**src/rtl/otp_stream_decryptor_if.sv**
```systemverilog
// Ciphertext, pad and plaintext stream handshakes for the OTP decryptor.
interface otp_stream_decryptor_if;
  logic        ct_valid;
  logic        ct_ready;
  logic [31:0] ct_data;
  logic        ct_last;
  logic        key_valid;
  logic        key_ready;
  logic [31:0] key_data;
  logic        pt_valid;
  logic        pt_ready;
  logic [31:0] pt_data;
  logic        pt_last;

  // Source side: drives ciphertext and pad words, consumes plaintext.
  modport master (
    output ct_valid, ct_data, ct_last, key_valid, key_data, pt_ready,
    input  ct_ready, key_ready, pt_valid, pt_data, pt_last
  );

  // Decryptor side.
  modport slave (
    input  ct_valid, ct_data, ct_last, key_valid, key_data, pt_ready,
    output ct_ready, key_ready, pt_valid, pt_data, pt_last
  );
endinterface

```
**src/rtl/otp_stream_decryptor.sv**
```systemverilog
// One-time-pad stream decryptor: plaintext = ciphertext ^ pad word, with a
// pad budget that prevents any pad word from being consumed twice.
module otp_stream_decryptor #(
  parameter int unsigned PAD_WORDS = 1024,
  parameter int unsigned MAX_FRAME = 256
) (
  input  logic                   clk,
  input  logic                   rst_n,
  otp_stream_decryptor_if.slave  s,
  input  logic                   pad_reload,
  input  logic                   err_clr,
  output logic [15:0]            pad_left,
  output logic                   pad_empty,
  output logic [15:0]            frame_cnt,
  output logic                   err_overlong
);

  localparam logic [15:0] PAD_INIT  = 16'(PAD_WORDS);
  localparam logic [15:0] FRAME_MAX = 16'(MAX_FRAME);

  typedef enum logic [1:0] {
    IDLE = 2'd0,
    RUN  = 2'd1,
    DROP = 2'd2
  } state_t;

  state_t      state;
  logic [15:0] word_cnt;

  logic slot_free;
  logic go;
  logic at_max;
  logic discard;
  logic fire;
  logic drop_acc;

  // Handshake decode: decrypt transfers need both streams, discards need only ciphertext.
  always_comb begin
    slot_free   = !s.pt_valid || s.pt_ready;
    go          = !pad_reload && !pad_empty && slot_free;
    at_max      = (state == RUN) && (word_cnt == FRAME_MAX);
    discard     = (state == DROP) || at_max;
    s.ct_ready  = discard ? 1'b1 : (go && s.key_valid);
    s.key_ready = discard ? 1'b0 : (go && s.ct_valid);
    fire        = !discard && go && s.ct_valid && s.key_valid;
    drop_acc    = discard && s.ct_valid;
  end

  // Plaintext output register; holds under backpressure.
  always_ff @(posedge clk or negedge rst_n) begin
    if (!rst_n) begin
      s.pt_valid <= 1'b0;
      s.pt_data  <= 32'd0;
      s.pt_last  <= 1'b0;
    end else if (fire) begin
      s.pt_valid <= 1'b1;
      s.pt_data  <= s.ct_data ^ s.key_data;
      s.pt_last  <= s.ct_last;
    end else if (s.pt_ready) begin
      s.pt_valid <= 1'b0;
    end
  end

  // Pad budget; reload never coincides with a consume because go is gated by reload.
  always_ff @(posedge clk or negedge rst_n) begin
    if (!rst_n) begin
      pad_left  <= PAD_INIT;
      pad_empty <= (PAD_INIT == 16'd0);
    end else if (pad_reload) begin
      pad_left  <= PAD_INIT;
      pad_empty <= (PAD_INIT == 16'd0);
    end else if (fire) begin
      pad_left  <= pad_left - 16'd1;
      pad_empty <= (pad_left == 16'd1);
    end
  end

  // Frame FSM with word counter and completed-frame counter.
  always_ff @(posedge clk or negedge rst_n) begin
    if (!rst_n) begin
      state     <= IDLE;
      word_cnt  <= 16'd0;
      frame_cnt <= 16'd0;
    end else if (fire) begin
      if (s.ct_last) begin
        state     <= IDLE;
        word_cnt  <= 16'd0;
        frame_cnt <= frame_cnt + 16'd1;
      end else begin
        state    <= RUN;
        word_cnt <= word_cnt + 16'd1;
      end
    end else if (drop_acc) begin
      if (s.ct_last) begin
        state    <= IDLE;
        word_cnt <= 16'd0;
      end else begin
        state <= DROP;
      end
    end
  end

  // Sticky overlong flag; a set in the same cycle as a clear wins.
  always_ff @(posedge clk or negedge rst_n) begin
    if (!rst_n) begin
      err_overlong <= 1'b0;
    end else if (at_max && s.ct_valid) begin
      err_overlong <= 1'b1;
    end else if (err_clr) begin
      err_overlong <= 1'b0;
    end
  end

endmodule

```
**src/flat_wrapper.sv**
```systemverilog
// flat-port wrapper written by rule: the top's interface ports become plain ports
module otp_stream_decryptor_flat 
#(
  parameter int unsigned PAD_WORDS = 1024,
  parameter int unsigned MAX_FRAME = 256
)
  (clk, rst_n, pad_reload, err_clr, pad_left, pad_empty, frame_cnt, err_overlong, s_ct_valid, s_ct_data, s_ct_last, s_key_valid, s_key_data, s_pt_ready, s_ct_ready, s_key_ready, s_pt_valid, s_pt_data, s_pt_last);
  otp_stream_decryptor_if s_i ();
  input  logic clk;
  input  logic rst_n;
  input  logic pad_reload;
  input  logic err_clr;
  output logic [15:0] pad_left;
  output logic pad_empty;
  output logic [15:0] frame_cnt;
  output logic err_overlong;
  input wire logic [$bits(s_i.ct_valid)-1:0] s_ct_valid;
  input wire logic [$bits(s_i.ct_data)-1:0] s_ct_data;
  input wire logic [$bits(s_i.ct_last)-1:0] s_ct_last;
  input wire logic [$bits(s_i.key_valid)-1:0] s_key_valid;
  input wire logic [$bits(s_i.key_data)-1:0] s_key_data;
  input wire logic [$bits(s_i.pt_ready)-1:0] s_pt_ready;
  output wire logic [$bits(s_i.ct_ready)-1:0] s_ct_ready;
  output wire logic [$bits(s_i.key_ready)-1:0] s_key_ready;
  output wire logic [$bits(s_i.pt_valid)-1:0] s_pt_valid;
  output wire logic [$bits(s_i.pt_data)-1:0] s_pt_data;
  output wire logic [$bits(s_i.pt_last)-1:0] s_pt_last;
  assign s_i.ct_valid = s_ct_valid;
  assign s_i.ct_data = s_ct_data;
  assign s_i.ct_last = s_ct_last;
  assign s_i.key_valid = s_key_valid;
  assign s_i.key_data = s_key_data;
  assign s_i.pt_ready = s_pt_ready;
  assign s_ct_ready = s_i.ct_ready;
  assign s_key_ready = s_i.key_ready;
  assign s_pt_valid = s_i.pt_valid;
  assign s_pt_data = s_i.pt_data;
  assign s_pt_last = s_i.pt_last;
  otp_stream_decryptor #(.PAD_WORDS(PAD_WORDS), .MAX_FRAME(MAX_FRAME)) u_core (.clk(clk), .rst_n(rst_n), .s(s_i), .pad_reload(pad_reload), .err_clr(err_clr), .pad_left(pad_left), .pad_empty(pad_empty), .frame_cnt(frame_cnt), .err_overlong(err_overlong));
endmodule
```
**config.mk**
```make
export PLATFORM = sky130hd
export DESIGN_NAME = otp_stream_decryptor_flat
export DESIGN_NICKNAME = d
export VERILOG_FILES = /design/src/rtl/otp_stream_decryptor_if.sv /design/src/rtl/otp_stream_decryptor.sv /design/src/flat_wrapper.sv
export SDC_FILE = /design/constraint.sdc
export NUM_CORES = 1
export LEC_CHECK = 0
export ABC_AREA = 1
export ABC_CLOCK_PERIOD_IN_PS = 2200
export BUFFER_PORTS_ARGS = -buffer_cell sky130_fd_sc_hd__clkbuf_2
export CORE_UTILIZATION = 50
export DETAILED_ROUTE_END_ITERATION = 16
export HOLD_SLACK_MARGIN = 0.1
export PLACE_DENSITY = 0.82
export SETUP_SLACK_MARGIN = 0.3
export SYNTH_ARGS = -nofsm -noshare
export SYNTH_HDL_FRONTEND = slang
export SYNTH_SLANG_ARGS = --single-unit
```
**constraint.sdc**
```tcl
create_clock -name clk -period 2.2 [get_ports clk]
set_clock_uncertainty 0.2 [all_clocks]
set_input_delay 0.22 -clock clk [delete_from_list [all_inputs] [get_ports clk]]
set_output_delay 0.22 -clock clk [all_outputs]
set_load 0.01 [all_outputs]
```
==> impl_metrics.env <==
export IMPL_die_x_um=97.9
export IMPL_rsz0062_at_grt="true"
export IMPL_timing_final_crit_share_pct=90.3
export IMPL_startpoint_type="flip-flop"
export IMPL_synth_fa_ha_area_share_pct=1.36
export IMPL_drtPass1Iterations=13
export IMPL_synthSimpleGateAreaFrac_pct=25.9
export IMPL_power_mw=6.64
export IMPL_grt_pass1_vias=4823
export IMPL_layout_cells_non_filler=927
export IMPL_fin_area_um2=6730
export IMPL_nFillCells=558
export IMPL_critPathKind="flip-flop to flip-flop"
export IMPL_hp_class="input pin to flip-flop"
export IMPL_violations="DRC"
export IMPL_wl_per_cell_um=15.1
export IMPL_cts_sinks=86
export IMPL_final_common_cell="nand2_1"
export IMPL_syn_nets=649
export IMPL_synthXorXnorAreaFrac_pct=13.9
export IMPL_cp_data_arrival_time_ns=2.03
export IMPL_first_iter_violations=314
export IMPL_gp_congestion=0.879
export IMPL_syn_inst=572
export IMPL_placed_cells=814
export IMPL_path_clk_slew_ns=0.10
export IMPL_core_area_um2=8810
export IMPL_synth_mux_area_share_pct=0
export IMPL_avgSynthCellArea_um2=8.04
export IMPL_fp_dieArea_um2=9580
export IMPL_drc=6
export IMPL_setup_tns_ns=0
export IMPL_grt_pass1_wl_mm=21.9
export IMPL_min_period_ns=1.99
export IMPL_dpl_instance_area_um2=5430
export IMPL_clk_latency_ns=0.36
export IMPL_maxCapViolations=0
export IMPL_initial_core_util_pct=52.2
export IMPL_dieHeight_um=97.9
export IMPL_slew_headroom_pct=46.8
export IMPL_synth_seq_cells=86
export IMPL_grt_max_degree=49
export IMPL_max_freq_mhz=504
export IMPL_syn_area_um2=4600
export IMPL_layout_drive_gt1_share_pct=27.8
export IMPL_rows=34
export IMPL_cp_end_kind="flip-flop"
export IMPL_antenna_cells=0
export IMPL_cts_htree_levels=3
export IMPL_hold_violations=0
export IMPL_setup_viol=0
export IMPL_synth_compound_area_share_pct=6.07
export IMPL_leakagePower_nw=3.48
export IMPL_nets=891
export IMPL_drv_slew=0
export IMPL_ant_nets=0
export IMPL_io_pins=142
export IMPL_clk_path_buf_depth=2
export IMPL_syn2layout_area_growth_pct=46.5
export IMPL_cp_max_fo=7
export IMPL_final_core_util_pct=76.5
export IMPL_antenna_found_initial=0
export IMPL_vias=4825
export IMPL_wl_mm=14.0
export IMPL_cts_tree="done"
export IMPL_dpl_hpwl_mm=8.00
export IMPL_ys_seq_area_share_pct=46.8
export IMPL_portBuffers=141
export IMPL_status="finished, violations left"
export IMPL_cts_buffers=9
export IMPL_ctsRootBufferMaster="clkbuf_8"
export IMPL_yosysWarningCount=0
export IMPL_ir_drop_mv=0.548
export IMPL_grt_use_total_pct=28.8
export IMPL_synthDistinctLibCells=24
export IMPL_final_cell_mix="nand2_1, clkbuf_2, dfrtp_1"
export IMPL_gr_total_overflow=0
export IMPL_p_per_area_nw_per_um2=985
export IMPL_required_ns=2.24
export IMPL_synth_top_family_by_area="simple AND/OR/NAND/NOR gates"
export IMPL_worst_pin_slew_ns=0.797
export IMPL_viasPerCell=5.20
-- stage by stage --
step | hold slack, ns | setup slack (ns)
floorplan | -0.276 | 0.402
global placement | -0.0741 | 0.306
detailed placement | -0.0740 | 0.172
CTS | 0.115 | 0.283
global route | 0.177 | 0.130
finish | 0.151 | 0.214
-- worst max-delay path: stages (launching register included) --
cell	delay, ns
dfrtp_1	0.42
inv_2	0.07
ha_4	0.17
nand2_4	0.07
nor2_4	0.04
nand2_4	0.09
nand4_4	0.20
nor2_4	0.22
buf_12	0.14
clkinvlp_4	0.12
nand2_1	0.08
nand2_1	0.05
-- sequential cells by signal (all words and copies together) (netlist names) --
name and cells:
u_core.s.pt_valid 1, u_core.pad_empty 1, u_core.s.pt_last 1, u_core.state 2, u_core.s.pt_data 32, u_core.err_overlong 1, u_core.word_cnt 16, u_core.frame_cnt 16
u_core.pad_left 16
-- final cells by class --
| cell class | instances | area (um^2) | share of cell area [%] |
|---|---|---|---|
| sequential | 86 | 2160 | 32.0 |
| tap | 108 | 135 | 2.01 |
| clock buffer | 11 | 141 | 2.10 |
| inverter | 46 | 176 | 2.62 |
| timing repair buffer | 247 | 1780 | 26.4 |
| multi-input combinational | 424 | 2310 | 34.2 |
| clock inverter | 5 | 41.3 | 0.613 |
-- path summary, 6_finish.rpt --
kind                                     start             endpoint  slack [ns]  depth (start not counted)
max                         u_core.word_cnt[1]  u_core.frame_cnt[1]        0.21                         11
min                                 pad_reload  u_core.pad_left[11]        0.15                          5
max reg2reg                 u_core.word_cnt[1]  u_core.frame_cnt[1]        0.21                         11
min reg2reg                u_core.s.pt_data[2]  u_core.s.pt_data[2]        0.30                          2
max in group asynchronous                rst_n  u_core.word_cnt[13]        0.76                          3
min in group asynchronous                rst_n  u_core.pad_left[10]        0.19                          2
-- synthesized netlist by cell type --
master,n,area (um^2)
xnor2_1,38,333
ha_1,5,62.6
nor3_2,1,10.0
o22ai_1,3,18.8
buf_6,3,33.8
buf_4,3,22.5
o21ai_0,40,200
clkbuf_1,4,15.0
inv_2,2,7.51
dfstp_2,1,26.3
buf_2,6,30.0
inv_1,44,165
nor3_1,15,75.1
nand4_4,1,21.3
nor4_1,1,6.26
nor2_2,3,18.8
nand3_1,29,145
nand4_1,1,6.26
xor2_1,35,307
nand2_2,2,12.5
nor2_1,54,203
o21ai_1,12,60.1
dfrtp_1,85,2130
nand2_1,184,691
-- cell families (layout without fill, tap and decap cells) --
family                     Yosys count  after routing
DFF                                 86             86
xor gates and xnor gates            73             73
adders and majority gates            5              5
and+or+nand+nor                    291            291
AOI/OAI and AO/OA                   55             55
buffers and inverters               62            309
-- metal layers --
metal  track usage, %  vias up  part of all wire, %
met1             32.3     2271                   38
met4             12.2        0                  3.9
met3             6.59       60                  6.2
met2             52.1      227                   51
met5                0        -                    0
li1                 -     2267                    -
-- power breakdown --
part           total, mW  switching [mW]  leakage [nW]  internal [mW]
clock               1.07           0.614        0.0866          0.453
sequential          2.66           0.516          1.11           2.14
combinational       2.91            1.64          2.29           1.27
-- timing repair --
action,4_1_cts,5_1_grt
setup buffers,12,11
hold buffers,71,0
setup endpoints to repair,59,81
endpoints found under the hold margin,124,0
gates cloned,0,3
resized for setup,15,33
pin swaps,6,12
Power figures use the tool's default switching activity.
